## src/rtl/gray_stim_seq_pkg.sv

```systemverilog
// Shared types and helpers for the Gray-code stimulus sequencer.
// Holds the FSM state type, the sweep length and the binary-to-Gray conversion.
package gray_stim_seq_pkg;

  typedef enum logic {
    ST_IDLE = 1'b0,
    ST_RUN  = 1'b1
  } state_e;

  localparam int         NSTEPS   = 16;
  localparam logic [3:0] LAST_IDX = 4'(NSTEPS - 1);

  function automatic logic [3:0] bin2gray(input logic [3:0] bin);
    return bin ^ (bin >> 1);
  endfunction

endpackage

```

## src/rtl/gray_stim_seq_if.sv

```systemverilog
// Control and stimulus bundle between the sequencer and its driver/consumer.
// master drives start/stop/loop/dwell and observes the gate stimulus; slave is the sequencer.
interface gray_stim_seq_if #(
  parameter int DWELL_W = 8
);

  logic               start;
  logic               stop;
  logic               loop;
  logic [DWELL_W-1:0] dwell;
  logic               a;
  logic               b;
  logic               c;
  logic               d;
  logic [3:0]         step_idx;
  logic               step_strobe;
  logic               busy;
  logic               done;

  modport master (
    output start, stop, loop, dwell,
    input  a, b, c, d, step_idx, step_strobe, busy, done
  );

  modport slave (
    input  start, stop, loop, dwell,
    output a, b, c, d, step_idx, step_strobe, busy, done
  );

endinterface

```

## src/rtl/gray_stim_seq_dwell_timer.sv

```systemverilog
// Loadable up-counter: load forces the count to 1, en increments, tc_o flags count == limit.
// Registered count, combinational terminal-count compare; no backpressure.
module gray_stim_seq_dwell_timer #(
  parameter int W = 8
) (
  input  logic         clk,
  input  logic         rst,
  input  logic         load_i,
  input  logic         en_i,
  input  logic [W-1:0] limit_i,
  output logic         tc_o
);

  logic [W-1:0] cnt_q;
  logic [W-1:0] cnt_d;

  always_comb begin
    cnt_d = cnt_q;
    if (load_i) begin
      cnt_d = W'(1);
    end else if (en_i) begin
      cnt_d = cnt_q + W'(1);
    end
  end

  always_ff @(posedge clk or posedge rst) begin
    if (rst) begin
      cnt_q <= '0;
    end else begin
      cnt_q <= cnt_d;
    end
  end

  assign tc_o = (cnt_q == limit_i);

endmodule

```

## src/rtl/gray_stim_seq.sv

```systemverilog
// Steps {d,a,b,c} through the 16 reflected Gray codes, holding each for a latched dwell.
// All outputs registered: first code and strobe appear the cycle after start is sampled.
module gray_stim_seq
  import gray_stim_seq_pkg::*;
#(
  parameter int DWELL_W = 8
) (
  input logic            clk,
  input logic            rst,
  gray_stim_seq_if.slave bus
);

  state_e             state_q, state_d;
  logic [3:0]         idx_q, idx_d;
  logic [3:0]         code_q, code_d;
  logic               strobe_q, strobe_d;
  logic               busy_q, busy_d;
  logic               done_q, done_d;
  logic               loop_q, loop_d;
  logic [DWELL_W-1:0] dwell_q, dwell_d;
  logic               tmr_load;
  logic               tmr_en;
  logic               tmr_tc;
  logic               start_go;
  logic               last_step;

  assign start_go  = bus.start && !bus.stop;
  assign last_step = (idx_q == LAST_IDX);

  gray_stim_seq_dwell_timer #(
    .W (DWELL_W)
  ) u_dwell_timer (
    .clk     (clk),
    .rst     (rst),
    .load_i  (tmr_load),
    .en_i    (tmr_en),
    .limit_i (dwell_q),
    .tc_o    (tmr_tc)
  );

  always_ff @(posedge clk or posedge rst) begin
    if (rst) begin
      state_q  <= ST_IDLE;
      idx_q    <= '0;
      code_q   <= '0;
      strobe_q <= 1'b0;
      busy_q   <= 1'b0;
      done_q   <= 1'b0;
      loop_q   <= 1'b0;
      dwell_q  <= '0;
    end else begin
      state_q  <= state_d;
      idx_q    <= idx_d;
      code_q   <= code_d;
      strobe_q <= strobe_d;
      busy_q   <= busy_d;
      done_q   <= done_d;
      loop_q   <= loop_d;
      dwell_q  <= dwell_d;
    end
  end

  // stop wins over an advance landing on the same edge.
  always_comb begin
    state_d = state_q;
    case (state_q)
      ST_IDLE: begin
        if (start_go) begin
          state_d = ST_RUN;
        end
      end
      ST_RUN: begin
        if (bus.stop) begin
          state_d = ST_IDLE;
        end else if (tmr_tc && last_step && !loop_q) begin
          state_d = ST_IDLE;
        end
      end
      default: state_d = ST_IDLE;
    endcase
  end

  always_comb begin
    idx_d    = idx_q;
    code_d   = code_q;
    strobe_d = 1'b0;
    done_d   = 1'b0;
    loop_d   = loop_q;
    dwell_d  = dwell_q;
    tmr_load = 1'b0;
    tmr_en   = 1'b0;
    busy_d   = (state_d == ST_RUN);
    case (state_q)
      ST_IDLE: begin
        if (start_go) begin
          dwell_d  = (bus.dwell == '0) ? DWELL_W'(1) : bus.dwell;
          loop_d   = bus.loop;
          idx_d    = '0;
          code_d   = '0;
          strobe_d = 1'b1;
          tmr_load = 1'b1;
        end
      end
      ST_RUN: begin
        if (!bus.stop) begin
          if (tmr_tc) begin
            if (last_step && !loop_q) begin
              done_d = 1'b1;
            end else begin
              // 4-bit index wraps 15 -> 0 naturally in loop mode.
              idx_d    = idx_q + 4'd1;
              code_d   = bin2gray(idx_q + 4'd1);
              strobe_d = 1'b1;
              tmr_load = 1'b1;
            end
          end else begin
            tmr_en = 1'b1;
          end
        end
      end
      default: begin
        idx_d = idx_q;
      end
    endcase
  end

  assign bus.d           = code_q[3];
  assign bus.a           = code_q[2];
  assign bus.b           = code_q[1];
  assign bus.c           = code_q[0];
  assign bus.step_idx    = idx_q;
  assign bus.step_strobe = strobe_q;
  assign bus.busy        = busy_q;
  assign bus.done        = done_q;

endmodule

```

## src/flat_wrapper.sv

```systemverilog
// flat-port wrapper written by rule: the top's interface ports become plain ports
module gray_stim_seq_flat import gray_stim_seq_pkg::*;
#(
  parameter int DWELL_W = 8
)
  (clk, rst, bus_start, bus_stop, bus_loop, bus_dwell, bus_a, bus_b, bus_c, bus_d, bus_step_idx, bus_step_strobe, bus_busy, bus_done);
  gray_stim_seq_if #(.DWELL_W(DWELL_W)) bus_i ();
  input logic clk;
  input logic rst;
  input wire logic [$bits(bus_i.start)-1:0] bus_start;
  input wire logic [$bits(bus_i.stop)-1:0] bus_stop;
  input wire logic [$bits(bus_i.loop)-1:0] bus_loop;
  input wire logic [$bits(bus_i.dwell)-1:0] bus_dwell;
  output wire logic [$bits(bus_i.a)-1:0] bus_a;
  output wire logic [$bits(bus_i.b)-1:0] bus_b;
  output wire logic [$bits(bus_i.c)-1:0] bus_c;
  output wire logic [$bits(bus_i.d)-1:0] bus_d;
  output wire logic [$bits(bus_i.step_idx)-1:0] bus_step_idx;
  output wire logic [$bits(bus_i.step_strobe)-1:0] bus_step_strobe;
  output wire logic [$bits(bus_i.busy)-1:0] bus_busy;
  output wire logic [$bits(bus_i.done)-1:0] bus_done;
  assign bus_i.start = bus_start;
  assign bus_i.stop = bus_stop;
  assign bus_i.loop = bus_loop;
  assign bus_i.dwell = bus_dwell;
  assign bus_a = bus_i.a;
  assign bus_b = bus_i.b;
  assign bus_c = bus_i.c;
  assign bus_d = bus_i.d;
  assign bus_step_idx = bus_i.step_idx;
  assign bus_step_strobe = bus_i.step_strobe;
  assign bus_busy = bus_i.busy;
  assign bus_done = bus_i.done;
  gray_stim_seq #(.DWELL_W(DWELL_W)) u_core (.clk(clk), .rst(rst), .bus(bus_i));
endmodule
```

## config.mk

```make
export PLATFORM = sky130hd
export DESIGN_NAME = gray_stim_seq_flat
export DESIGN_NICKNAME = d
export VERILOG_FILES = /design/src/rtl/gray_stim_seq_pkg.sv /design/src/rtl/gray_stim_seq_if.sv /design/src/rtl/gray_stim_seq_dwell_timer.sv /design/src/rtl/gray_stim_seq.sv /design/src/flat_wrapper.sv
export SDC_FILE = /design/constraint.sdc
export NUM_CORES = 1
export LEC_CHECK = 0
export CORE_MARGIN = 4
export CORE_UTILIZATION = 30
export DETAILED_ROUTE_END_ITERATION = 16
export PLACE_DENSITY_LB_ADDON = 0.1
export SYNTH_ARGS = -nofsm -noshare
export SYNTH_HDL_FRONTEND = slang
export SYNTH_SLANG_ARGS = --single-unit
```

## constraint.sdc

```tcl
create_clock -name clk -period 2.3 [get_ports clk]
set_input_delay 0.345 -clock clk [delete_from_list [all_inputs] [get_ports clk]]
set_output_delay 0.345 -clock clk [all_outputs]
set_load 0.01 [all_outputs]
```

==> out/results.ini <==
[pwr]
power.share.switching=0.3615
combinational_group_share_of_total_power=0.346
max-vdd-ir-drop_mv=0.2802
total_leakage_power_nw=0.8379
total_power_mw=1.480
power.share.sequential=0.471
internal-power_uw=945.0
cellPowerDensity_nw_per_um2=836.6
clkPwrFrac=0.183
power.net_switching_uw=535.1

[drt]
detailroute.via_count=1069
drt_pass1_iterations=4
remaining_drc_errors=0
drt_iter0_markers=52
post_drt_via_cell_ratio=4.794
routedWlPerCell_um=13.02
antenna_left=0
finalWirelength_um=2904

[die]
initial_utilization=0.3170
horizontal_die_dimension_um=76.53
floorplan.core_area_sq_um=4444
die_area_sq_um=5857
num_rows=24
num_io_pins=24
die_height_um=76.53

[synth]
synth.top_cells.by_area=dfrtp_1 (48%), nand2_1 (9.9%), xor2_1 (6.2%), mux2i_1 (4.3%), xnor2_1 (3.7%)
synth-compound-area-share=0.06927
synth_seq_cells=27
synth_top_area_frac=0.4796
yosys.area_share.simple=0.2504
average_size_of_a_mapped_cell_sq_um=9.921
yosysWarnings=0
yosys.area.top_type=dfrtp_1
ys_types=34
mappedNetlistNets=157
portion_of_netlist_area_occupied_by_mux_cells=0.04263
syn-instance-count=142
synth-adder-area-share=0.01776
combinational_family_with_the_most_area_after_synthesis=simple AND/OR/NAND/NOR gates
parity_gate_share_of_the_synthesized_area_counting_xor_and_xnor_cells=0.1110
syn-cell-area_sq_um=1409
yosysSeqAreaShare=0.4796

[timing]
timing.final.max_slew_violations=0
timing_worst_slew_pin_value_ns=0.4463
timing_hold_violations_final=0
slew_headroom=0.7025
tns_ns=0
finalSetupViolations=0
fmax_ghz=0.5255
crit_share_post_route=0.8273
fin_worst_skew_ns=0.004846
rsz_0062_raised_after_global_routing=no
min_cycle_time_layout_ns=1.903

[clock_tree]
cts.sink_count=27
cts_buffer_depth=2
cts-hold-fix-buffers=0
cts_max_level=1
cts_tree=yes
ctsRootBufferMaster=clkbuf_8
clkLatencyLatePin_ns=0.27
cts_buffers=3
cts_resized=0
clkSlewWorstSetupHoldPaths_ns=0.10
setup_bufs_post_cts=0

[placed_design]
area_of_placed_instances_sq_um=1723
global_placer_s_final_weighted_congestion=0.8336
count_of_input_and_output_buffers=23
placedCellCount=219
dp_hpwl_um=2233

[setup_path]
r2r_slack_ns=0.40
reg2reg_to=u_core.bus.step_idx[2]
worst-path-max-fanout=7
timing.rr.start=u_core.u_dwell_timer.cnt_q[3]
timing.critical_path.from_type=flip-flop
cp.required_ns=2.52
crit_end=u_core.bus.step_idx[2]
crit_arrival_ns=2.12
worst-setup-path-type=reg2reg
ff2ff_path_depth=6
cp-end-kind=flip-flop
crit_start=u_core.u_dwell_timer.cnt_q[3]

[final_layout]
final_layout_size_suffix_gt1_frac=0.1053
syn_to_final_growth_pct=25.58
num-nets-final=187
antennaDiodeCount=0
post-route-cell-area_sq_um=1769
layout.cells.non_filler=223
postLayoutCoreUtil=0.3981

[global_routing]
grt_antenna_before_repair=0
grt_use_total=0.1087
grt_pass1_wl_um=5126
globalRouteOverflowTotal=0
grt_max_degree=28
grt_pass1_vias=1101

[hold_path]
hold_path.class=in2async

[flow_run]
max_cap_viol_count=0

[outcome]
outcome=completed

==> stage by stage <==
| step | setup WS [ns] | hold WS (ns) |
|---|---|---|
| final | 0.3971 | 0.4310 |
| after CTS | 0.3872 | 0.4361 |
| after floorplan | 0.6494 | 0.3977 |
| after global routing | 0.2498 | 0.4531 |
| after global placement | 0.3232 | 0.4609 |
| after detailed placement | 0.2781 | 0.4656 |
==> power groups by stage <==
stage | combinational, mW | sequential [mW] | clock (mW)
after global routing | 0.582 | 0.715 | 0.305
final | 0.513 | 0.697 | 0.271
after global placement | 0.516 | 0.708 | 0
after detailed placement | 0.521 | 0.709 | 0
after CTS | 0.523 | 0.699 | 0.284
after floorplan | 0.353 | 0.694 | 0
==> worst max-delay path, stage by stage, from the launching register on <==
cell and delay, ns:
dfrtp_1 0.45, xor2_1 0.19, nor4_4 0.46, nand4_2 0.27, buf_4 0.23, nor3b_2 0.15, a21o_1 0.11
==> metal layers <==
| metal | track usage | routed length [um] | vias up |
|---|---|---|---|
| li1 | - | - | 537 |
| met1 | 0.1444 | 1424 | 511 |
| met2 | 0.1687 | 1348 | 17 |
| met3 | 0.02482 | 90 | 4 |
| met4 | 0.04710 | 40 | 0 |
| met5 | 0 | 0 | - |
==> cells in the mapped netlist <==
library cell and n:
nand2b_1 1, and3_1 1, a21oi_1 6, mux2i_1 6, dfrtp_1 27, buf_4 1
nand2_1 37, nor4_1 2, nand3_1 4, a21o_1 1, nor3b_1 1, ha_1 2
o21ai_1 1, nand4b_1 1, a2111oi_1 1, nand4_2 1, o21ai_0 2, nor4_4 2
buf_6 1, nor2_1 5, nor3_1 4, nor3b_2 1, nor2_2 1, or2_1 1
nor2b_1 1, a31o_1 3, inv_1 4, or3b_2 1, a21oi_2 1, nand4_1 3
xor2_2 1, clkbuf_1 2, xnor2_1 6, xor2_1 10
==> area by class of cell <==
type | count | area [sq um]
Sequential cell | 27 | 675.6
Timing Repair Buffer | 29 | 275.3
Tap cell | 52 | 65.06
Clock inverter | 1 | 5.005
Clock buffer | 3 | 41.29
Inverter | 4 | 15.01
Fill cell | 455 | 2675
Multi-Input combinational cell | 107 | 691.9
==> worst min-delay path by stage <==
stage / cells after the start / slack (ns) / end
after floorplan: 1 / 0.40 / u_core.bus.done
after CTS: 3 / 0.44 / u_core.code_q[3]
after detailed placement: 2 / 0.47 / u_core.loop_q
after global placement: 2 / 0.46 / u_core.loop_q
final: 3 / 0.43 / u_core.code_q[3]
after global routing: 3 / 0.45 / u_core.bus.step_idx[2]
==> kinds of logic (layout without fill, tap and decap cells) <==
logic type,count (synthesis),count (layout)
simple gates,67,67
flops,27,27
xor+xnor,17,17
compound gates,15,15
buf+inv,8,37
mux,6,6
fa+ha+maj,2,2
==> placed cells by master (no fill, tap or decap), types with 5 or more instances in the layout <==
cell | netlist | final
a21oi_1 | 6 | 6
buf_4 | 1 | 6
clkdlybuf4s50_1 | 0 | 23
dfrtp_1 | 27 | 27
mux2i_1 | 6 | 6
nand2_1 | 37 | 37
nor2_1 | 5 | 5
xnor2_1 | 6 | 6
xor2_1 | 10 | 10
==> registers in the layout, indices dropped and copies added (netlist names) <==
| name | count |
|---|---|
| u_core.state_q | 1 |
| u_core.dwell_q | 8 |
| u_core.bus.done | 1 |
| u_core.bus.step_strobe | 1 |
| u_core.code_q | 4 |
| u_core.bus.step_idx | 3 |
| u_core.loop_q | 1 |
| u_core.u_dwell_timer.cnt_q | 8 |
(Power assumes the default switching activity.)
